===== src/rtl/sram_arbiter.sv =====
// Purpose : shares one 32-bit async SRAM between port A (CPU I/O bus) and port B (DMA/loader);
//           sequences read, full-word write, or read-modify-write for partial byte enables.
// Latency : read RD_LATENCY+1, full write WR_LATENCY+1, RMW RD+WR+2, be=0000 write 1 (grant edge to ack edge).
// Backpressure: req is a level held until ack; requests are sampled only in IDLE, one IDLE cycle between accesses.
//
// Ports:
//   clk, rst                 clock, synchronous active-high reset
//   a_*/b_*                  requester ports: req/wr/addr/be/wdata in, rdata/ack out
//   ram_cs_b/oe_b/we_b       active-low SRAM strobes
//   ram_addr, ram_wdata      SRAM address and write data (tri-state lives outside, enabled by ram_wdata_oe)
//   ram_rdata                SRAM data bus as read back
//   busy, grant_b            state != IDLE; current/last transaction belongs to port B
//
// Build option: define SRAM_ARB_ROUND_ROBIN_EN for round-robin contention handling;
// undefined gives fixed priority with port A winning every contention.

module sram_arbiter #(
    parameter int RD_LATENCY = 1,
    parameter int WR_LATENCY = 1,
    parameter int ADDR_W     = 19
) (
    input  logic              clk,
    input  logic              rst,
    input  logic              a_req,
    input  logic              a_wr,
    input  logic [ADDR_W-1:0] a_addr,
    input  logic [3:0]        a_be,
    input  logic [31:0]       a_wdata,
    output logic [31:0]       a_rdata,
    output logic              a_ack,
    input  logic              b_req,
    input  logic              b_wr,
    input  logic [ADDR_W-1:0] b_addr,
    input  logic [3:0]        b_be,
    input  logic [31:0]       b_wdata,
    output logic [31:0]       b_rdata,
    output logic              b_ack,
    output logic              ram_cs_b,
    output logic              ram_oe_b,
    output logic              ram_we_b,
    output logic [ADDR_W-1:0] ram_addr,
    output logic [31:0]       ram_wdata,
    output logic              ram_wdata_oe,
    input  logic [31:0]       ram_rdata,
    output logic              busy,
    output logic              grant_b
);

    localparam logic [2:0] RD_LAT = 3'(RD_LATENCY);
    localparam logic [2:0] WR_LAT = 3'(WR_LATENCY);

    typedef enum logic [2:0] {
        S_IDLE   = 3'd0,
        S_READ   = 3'd1,
        S_RMW_RD = 3'd2,
        S_WRITE  = 3'd3,
        S_DONE   = 3'd4
    } state_t;

    state_t              state_q, state_d;
    logic [2:0]          lcount_q, lcount_d;
    logic                cs_b_q, cs_b_d;
    logic                oe_b_q, oe_b_d;
    logic                we_b_q, we_b_d;
    logic                wdata_oe_q, wdata_oe_d;
    logic [ADDR_W-1:0]   addr_q, addr_d;
    logic [31:0]         ram_wdata_q, ram_wdata_d;
    logic [31:0]         a_rdata_q, a_rdata_d;
    logic [31:0]         b_rdata_q, b_rdata_d;
    logic                a_ack_q, a_ack_d;
    logic                b_ack_q, b_ack_d;
    logic                grant_b_q, grant_b_d;
    logic [31:0]         wdata_q, wdata_d;     // requester write data latched at grant
    logic [3:0]          be_q, be_d;           // requester byte enables latched at grant
`ifdef SRAM_ARB_ROUND_ROBIN_EN
    logic                last_b_q, last_b_d;   // port served by the previous transaction
`endif

    // Arbitration and selected-port request fields
    logic                pick_b;
    logic                any_req;
    logic                sel_wr;
    logic [ADDR_W-1:0]   sel_addr;
    logic [3:0]          sel_be;
    logic [31:0]         sel_wdata;
    logic [31:0]         merged;

    always_comb begin
        any_req = a_req | b_req;
`ifdef SRAM_ARB_ROUND_ROBIN_EN
        // Under contention the port that did not get the previous transaction wins
        pick_b  = b_req & (~a_req | ~last_b_q);
`else
        pick_b  = b_req & ~a_req;
`endif
        sel_wr    = pick_b ? b_wr    : a_wr;
        sel_addr  = pick_b ? b_addr  : a_addr;
        sel_be    = pick_b ? b_be    : a_be;
        sel_wdata = pick_b ? b_wdata : a_wdata;
    end

    // Per-lane merge for the write half of a read-modify-write
    always_comb begin
        merged = ram_rdata;
        for (int n = 0; n < 4; n++) begin
            if (be_q[n]) begin
                merged[n*8 +: 8] = wdata_q[n*8 +: 8];
            end
        end
    end

    always_comb begin
        state_d     = state_q;
        lcount_d    = lcount_q;
        cs_b_d      = cs_b_q;
        oe_b_d      = oe_b_q;
        we_b_d      = we_b_q;
        wdata_oe_d  = wdata_oe_q;
        addr_d      = addr_q;
        ram_wdata_d = ram_wdata_q;
        a_rdata_d   = a_rdata_q;
        b_rdata_d   = b_rdata_q;
        a_ack_d     = 1'b0;
        b_ack_d     = 1'b0;
        grant_b_d   = grant_b_q;
        wdata_d     = wdata_q;
        be_d        = be_q;
`ifdef SRAM_ARB_ROUND_ROBIN_EN
        last_b_d    = last_b_q;
`endif

        unique case (state_q)
            S_IDLE: begin
                if (any_req) begin
                    grant_b_d = pick_b;
`ifdef SRAM_ARB_ROUND_ROBIN_EN
                    last_b_d  = pick_b;
`endif
                    wdata_d   = sel_wdata;
                    be_d      = sel_be;
                    if (!sel_wr || (sel_be != 4'b0000 && sel_be != 4'b1111)) begin
                        // Plain read, or the read half of a partial write
                        state_d    = sel_wr ? S_RMW_RD : S_READ;
                        addr_d     = sel_addr;
                        cs_b_d     = 1'b0;
                        oe_b_d     = 1'b0;
                        we_b_d     = 1'b1;
                        wdata_oe_d = 1'b0;
                        lcount_d   = RD_LAT;
                    end else if (sel_be == 4'b1111) begin
                        state_d     = S_WRITE;
                        addr_d      = sel_addr;
                        cs_b_d      = 1'b0;
                        oe_b_d      = 1'b1;
                        we_b_d      = 1'b0;
                        ram_wdata_d = sel_wdata;
                        wdata_oe_d  = 1'b1;
                        lcount_d    = WR_LAT;
                    end else begin
                        // Empty write: pass through WRITE with no strobes and a zero
                        // count so the ack lands one edge after the grant.
                        state_d  = S_WRITE;
                        lcount_d = 3'd0;
                    end
                end
            end

            S_READ: begin
                if (lcount_q != 3'd0) begin
                    lcount_d = lcount_q - 3'd1;
                end else begin
                    if (grant_b_q) begin
                        b_rdata_d = ram_rdata;
                        b_ack_d   = 1'b1;
                    end else begin
                        a_rdata_d = ram_rdata;
                        a_ack_d   = 1'b1;
                    end
                    cs_b_d  = 1'b1;
                    oe_b_d  = 1'b1;
                    state_d = S_DONE;
                end
            end

            S_RMW_RD: begin
                if (lcount_q != 3'd0) begin
                    lcount_d = lcount_q - 3'd1;
                end else begin
                    // Chip select stays low across the read-to-write turnaround
                    ram_wdata_d = merged;
                    oe_b_d      = 1'b1;
                    we_b_d      = 1'b0;
                    wdata_oe_d  = 1'b1;
                    lcount_d    = WR_LAT;
                    state_d     = S_WRITE;
                end
            end

            S_WRITE: begin
                if (lcount_q != 3'd0) begin
                    lcount_d = lcount_q - 3'd1;
                end else begin
                    cs_b_d     = 1'b1;
                    we_b_d     = 1'b1;
                    wdata_oe_d = 1'b0;
                    a_ack_d    = ~grant_b_q;
                    b_ack_d    = grant_b_q;
                    state_d    = S_DONE;
                end
            end

            S_DONE: begin
                state_d = S_IDLE;
            end

            default: begin
                state_d = S_IDLE;
            end
        endcase
    end

    always_ff @(posedge clk) begin
        if (rst) begin
            state_q     <= S_IDLE;
            lcount_q    <= 3'd0;
            cs_b_q      <= 1'b1;
            oe_b_q      <= 1'b1;
            we_b_q      <= 1'b1;
            wdata_oe_q  <= 1'b0;
            addr_q      <= '0;
            ram_wdata_q <= 32'h0;
            a_rdata_q   <= 32'h0;
            b_rdata_q   <= 32'h0;
            a_ack_q     <= 1'b0;
            b_ack_q     <= 1'b0;
            grant_b_q   <= 1'b0;
            wdata_q     <= 32'h0;
            be_q        <= 4'h0;
`ifdef SRAM_ARB_ROUND_ROBIN_EN
            last_b_q    <= 1'b1;   // so port A wins the first contention
`endif
        end else begin
            state_q     <= state_d;
            lcount_q    <= lcount_d;
            cs_b_q      <= cs_b_d;
            oe_b_q      <= oe_b_d;
            we_b_q      <= we_b_d;
            wdata_oe_q  <= wdata_oe_d;
            addr_q      <= addr_d;
            ram_wdata_q <= ram_wdata_d;
            a_rdata_q   <= a_rdata_d;
            b_rdata_q   <= b_rdata_d;
            a_ack_q     <= a_ack_d;
            b_ack_q     <= b_ack_d;
            grant_b_q   <= grant_b_d;
            wdata_q     <= wdata_d;
            be_q        <= be_d;
`ifdef SRAM_ARB_ROUND_ROBIN_EN
            last_b_q    <= last_b_d;
`endif
        end
    end

    assign ram_cs_b     = cs_b_q;
    assign ram_oe_b     = oe_b_q;
    assign ram_we_b     = we_b_q;
    assign ram_addr     = addr_q;
    assign ram_wdata    = ram_wdata_q;
    assign ram_wdata_oe = wdata_oe_q;
    assign a_rdata      = a_rdata_q;
    assign b_rdata      = b_rdata_q;
    assign a_ack        = a_ack_q;
    assign b_ack        = b_ack_q;
    assign grant_b      = grant_b_q;
    assign busy         = (state_q != S_IDLE);

endmodule


===== config.mk =====
export PLATFORM = sky130hd
export DESIGN_NAME = sram_arbiter
export DESIGN_NICKNAME = d
export VERILOG_FILES = /design/src/rtl/sram_arbiter.sv
export SDC_FILE = /design/constraint.sdc
export NUM_CORES = 1
export LEC_CHECK = 0
export BUFFER_PORTS_ARGS = -buffer_cell sky130_fd_sc_hd__buf_2
export CAP_MARGIN = 20
export CORE_MARGIN = 3
export CORE_UTILIZATION = 43
export CTS_BUF_LIST = sky130_fd_sc_hd__clkbuf_8
export DETAILED_ROUTE_END_ITERATION = 8
export PLACE_DENSITY = 0.71
export SYNTH_ARGS = -nofsm -noshare
export SYNTH_HDL_FRONTEND = slang
export SYNTH_SLANG_ARGS = --single-unit

===== constraint.sdc =====
create_clock -name clk -period 2.19 [get_ports clk]
set_input_delay 0.1095 -clock clk [delete_from_list [all_inputs] [get_ports clk]]
set_output_delay 0.1095 -clock clk [all_outputs]
set_load 0.005 [all_outputs]

==> reports/qor.txt <==
Die height = 136 um
Area occupied by multi-input gates = 3630 um2
CP Data Required Time = 2530 ps
Setup_tns = 0 ps
Core ar. = 16200 um2
Crit path DAT = 2450 ps
Pin count of the biggest net entering global routing = 75
Router iterations before antenna repair = 5
Async SR Flop Fraction = 0
Iter 0 DRT Violations = 349
Final Hold Fails = 0
Synth top area share = 0.452
Max VDD drop = 0.000540 V
Cells along the critical path = dlygate4sd3_1 > buf_2 > or4_4 > or3b_1 > and3_2 > buf_4 > nor3_2 > o21ai_1
CTS Buffer Depth = 2
Die footprint = 18500 um2
Fmax = 473 MHz
Final worst path period share = 0.965
Synth unique cells = 45
Crit-path leading delay family = simple AND/OR/NAND/NOR gates
Setup slack at placement = 194 ps
Hold Path Class = in2reg
Port Buffer Count = 270
I/O Pins = 271
Syn nets = 1011
Setup bufs post-CTS = 0
Worst Skew = 7.68 ps
GRT overflow = 0
Crit path kind = in2reg
Die X = 136 um
Worst setup margin = 76.8 ps
Slew HR = 0.530
Row cnt = 46
Num CTS Buffers = 17
Total GRT Usage = 0.241
Register area = 3280 um2
Leakage = 4.43 nW
Yosys top cell by area = dfxtp_1
Placed insts = 1298
ANT cells = 0
CTS tree = done
Max Cap Viol = 0
Synth Register Bits = 164
Most common cell in the synthesized netlist = nand2_1
Via-to-Cell Ratio = 5.19
Starting Density = 0.449
Hpwl dp = 14500 um
First-pass GRT wire length = 35500 um
Fillers = 1377
Clk Latency, worst-skew pair = 440 ps
H-tree lvl count = 4
Power per cell area = 939 nW/um2
Fraction of layout cells with a size suffix above 1 = 0.295
Setup slack, reg-to-reg = 180 ps
Nets@finish = 1331
Routed WL = 22900 um
WHS = 68.9 ps
CP Capture Type = flop
Layout area overhead = 38.8%
Final Instance Count excl. Fillers = 1410
Critical path's largest stage delay = 550 ps
RSZ-0062 raised after global routing = no
GP Congestion = 0.825
Synth Flop Type = dfxtp_1
Post-synthesis area per instance = 8.43 um2
Commonest cells in the netlist = nand2_1, dfxtp_1, a21oi_1
Tmin final = 2110 ps
Yosys warning count = 0
Mapped Cells = 861
Root Driver = clkbuf_8
Clock transition at the registers of the reported paths = 80 ps
Slowest cell on crit path = dlygate4sd3_1
Crit path max fanout = 29
Slew Viols, Final = 0
Worst setup SP type = input pin
CTS sink cnt = 164
Worst-margin pin slew = 705 ps
Vias in the first global route = 6834
Cell Area, Synth = 7260 um2
Initial antenna violation count = 0
Synth area leaders = dfxtp_1, nand2_1, mux2i_1, a21oi_1, a211oi_1
Sequential share of the synthesized area = 0.452
Drt wl/cell = 16.2 um
Final setup violation count = 0
Post-route ant nets = 0
DRC viols = 0
Number of synthesized flops with an enable pin = 0
Status = completed
Bufs and invs on worst path = 3
Vias = 7314
worst min-delay path, cell delays in order:
cell and delay [ps]:
buf_2 90, mux2i_1 170, a211oi_1 90
registers in the layout, summed over array words and instances (netlist names), 3 cells and up:
name / count
a_rdata: 32
b_rdata: 32
be_q: 4
lcount_q: 3
ram_addr: 19
ram_wdata: 32
state_q: 3
wdata_q: 32
logic make-up (layout without fill, tap and decap cells):
| kind of cell | after synthesis | after routing | share of synthesized area |
|---|---|---|---|
| compound gates | 208 | 208 | 0.201 |
| mux | 66 | 66 | 0.0912 |
| fa+ha+maj | 2 | 2 | 0.00345 |
| xor+xnor | 2 | 2 | 0.00241 |
| flops | 164 | 164 | 0.452 |
| buf+inv | 79 | 412 | 0.0512 |
| simple gates | 340 | 340 | 0.198 |
layout make-up:
type | instances | share of cell area
clock buffer | 20 | 0.0273
clock inverter | 12 | 0.0178
inverter | 7 | 0.00261
multi-input combinational | 618 | 0.360
sequential | 164 | 0.326
tap | 216 | 0.0268
timing repair buffer | 373 | 0.240
per-layer routing:
metal	track usage	vias up	routed length, um	share of wire
met2	0.405	261	11000	0.48
met1	0.301	3395	10000	0.44
li1	-	3622	-	-
met4	0.0890	0	421	0.018
met5	0	-	0	0
met3	0.0603	36	1450	0.064
cell usage in the layout, fill, tap and decap left out, types with 5 or more instances in the layout:
cell type and instances:
nor2b_1 35, nand2_1 182, a211oi_1 65, dfxtp_1 164
a311oi_1 5, a21oi_1 102, nor2_1 95, mux2i_1 65
inv_1 8, nor3_1 7, dlygate4sd3_1 80, buf_2 269
a311oi_2 19, buf_4 17, clkbuf_8 20, buf_12 7
where the power goes:
part           leakage [nW]  internal [W]  total (W)  switching (W)
Combinational          2.86       0.00138    0.00313        0.00175
Clock                 0.226       0.00134    0.00244        0.00111
Sequential             1.34       0.00352    0.00389       0.000364
path summary, 6_finish.rpt:
kind / start / end / depth (start not counted)
worst max-delay path: a_be[1] / ram_oe_b / 8
worst min-delay path: b_wdata[26] / wdata_q[26] / 3
worst max register to register: state_q[2] / ram_wdata[12] / 7
worst min register to register: a_rdata[5] / a_rdata[5] / 2
timing repair:
item	in CTS	in global routing
hold buffers	80	0
hold endpoints to repair	88	0
gates resized for setup	0	0
through the flow:
step / cell area (um2) / total power (W) / utilization
after floorplan: 7260 / 0.00594 / -
after global placement: 8820 / 0.00687 / 0.545
after detailed placement: 8820 / 0.00693 / 0.545
after CTS: 10100 / 0.00949 / 0.623
after global routing: 10100 / 0.0100 / 0.623
final: 10100 / 0.00946 / 0.623
No activity file was read; power rests on OpenSTA's default activity.
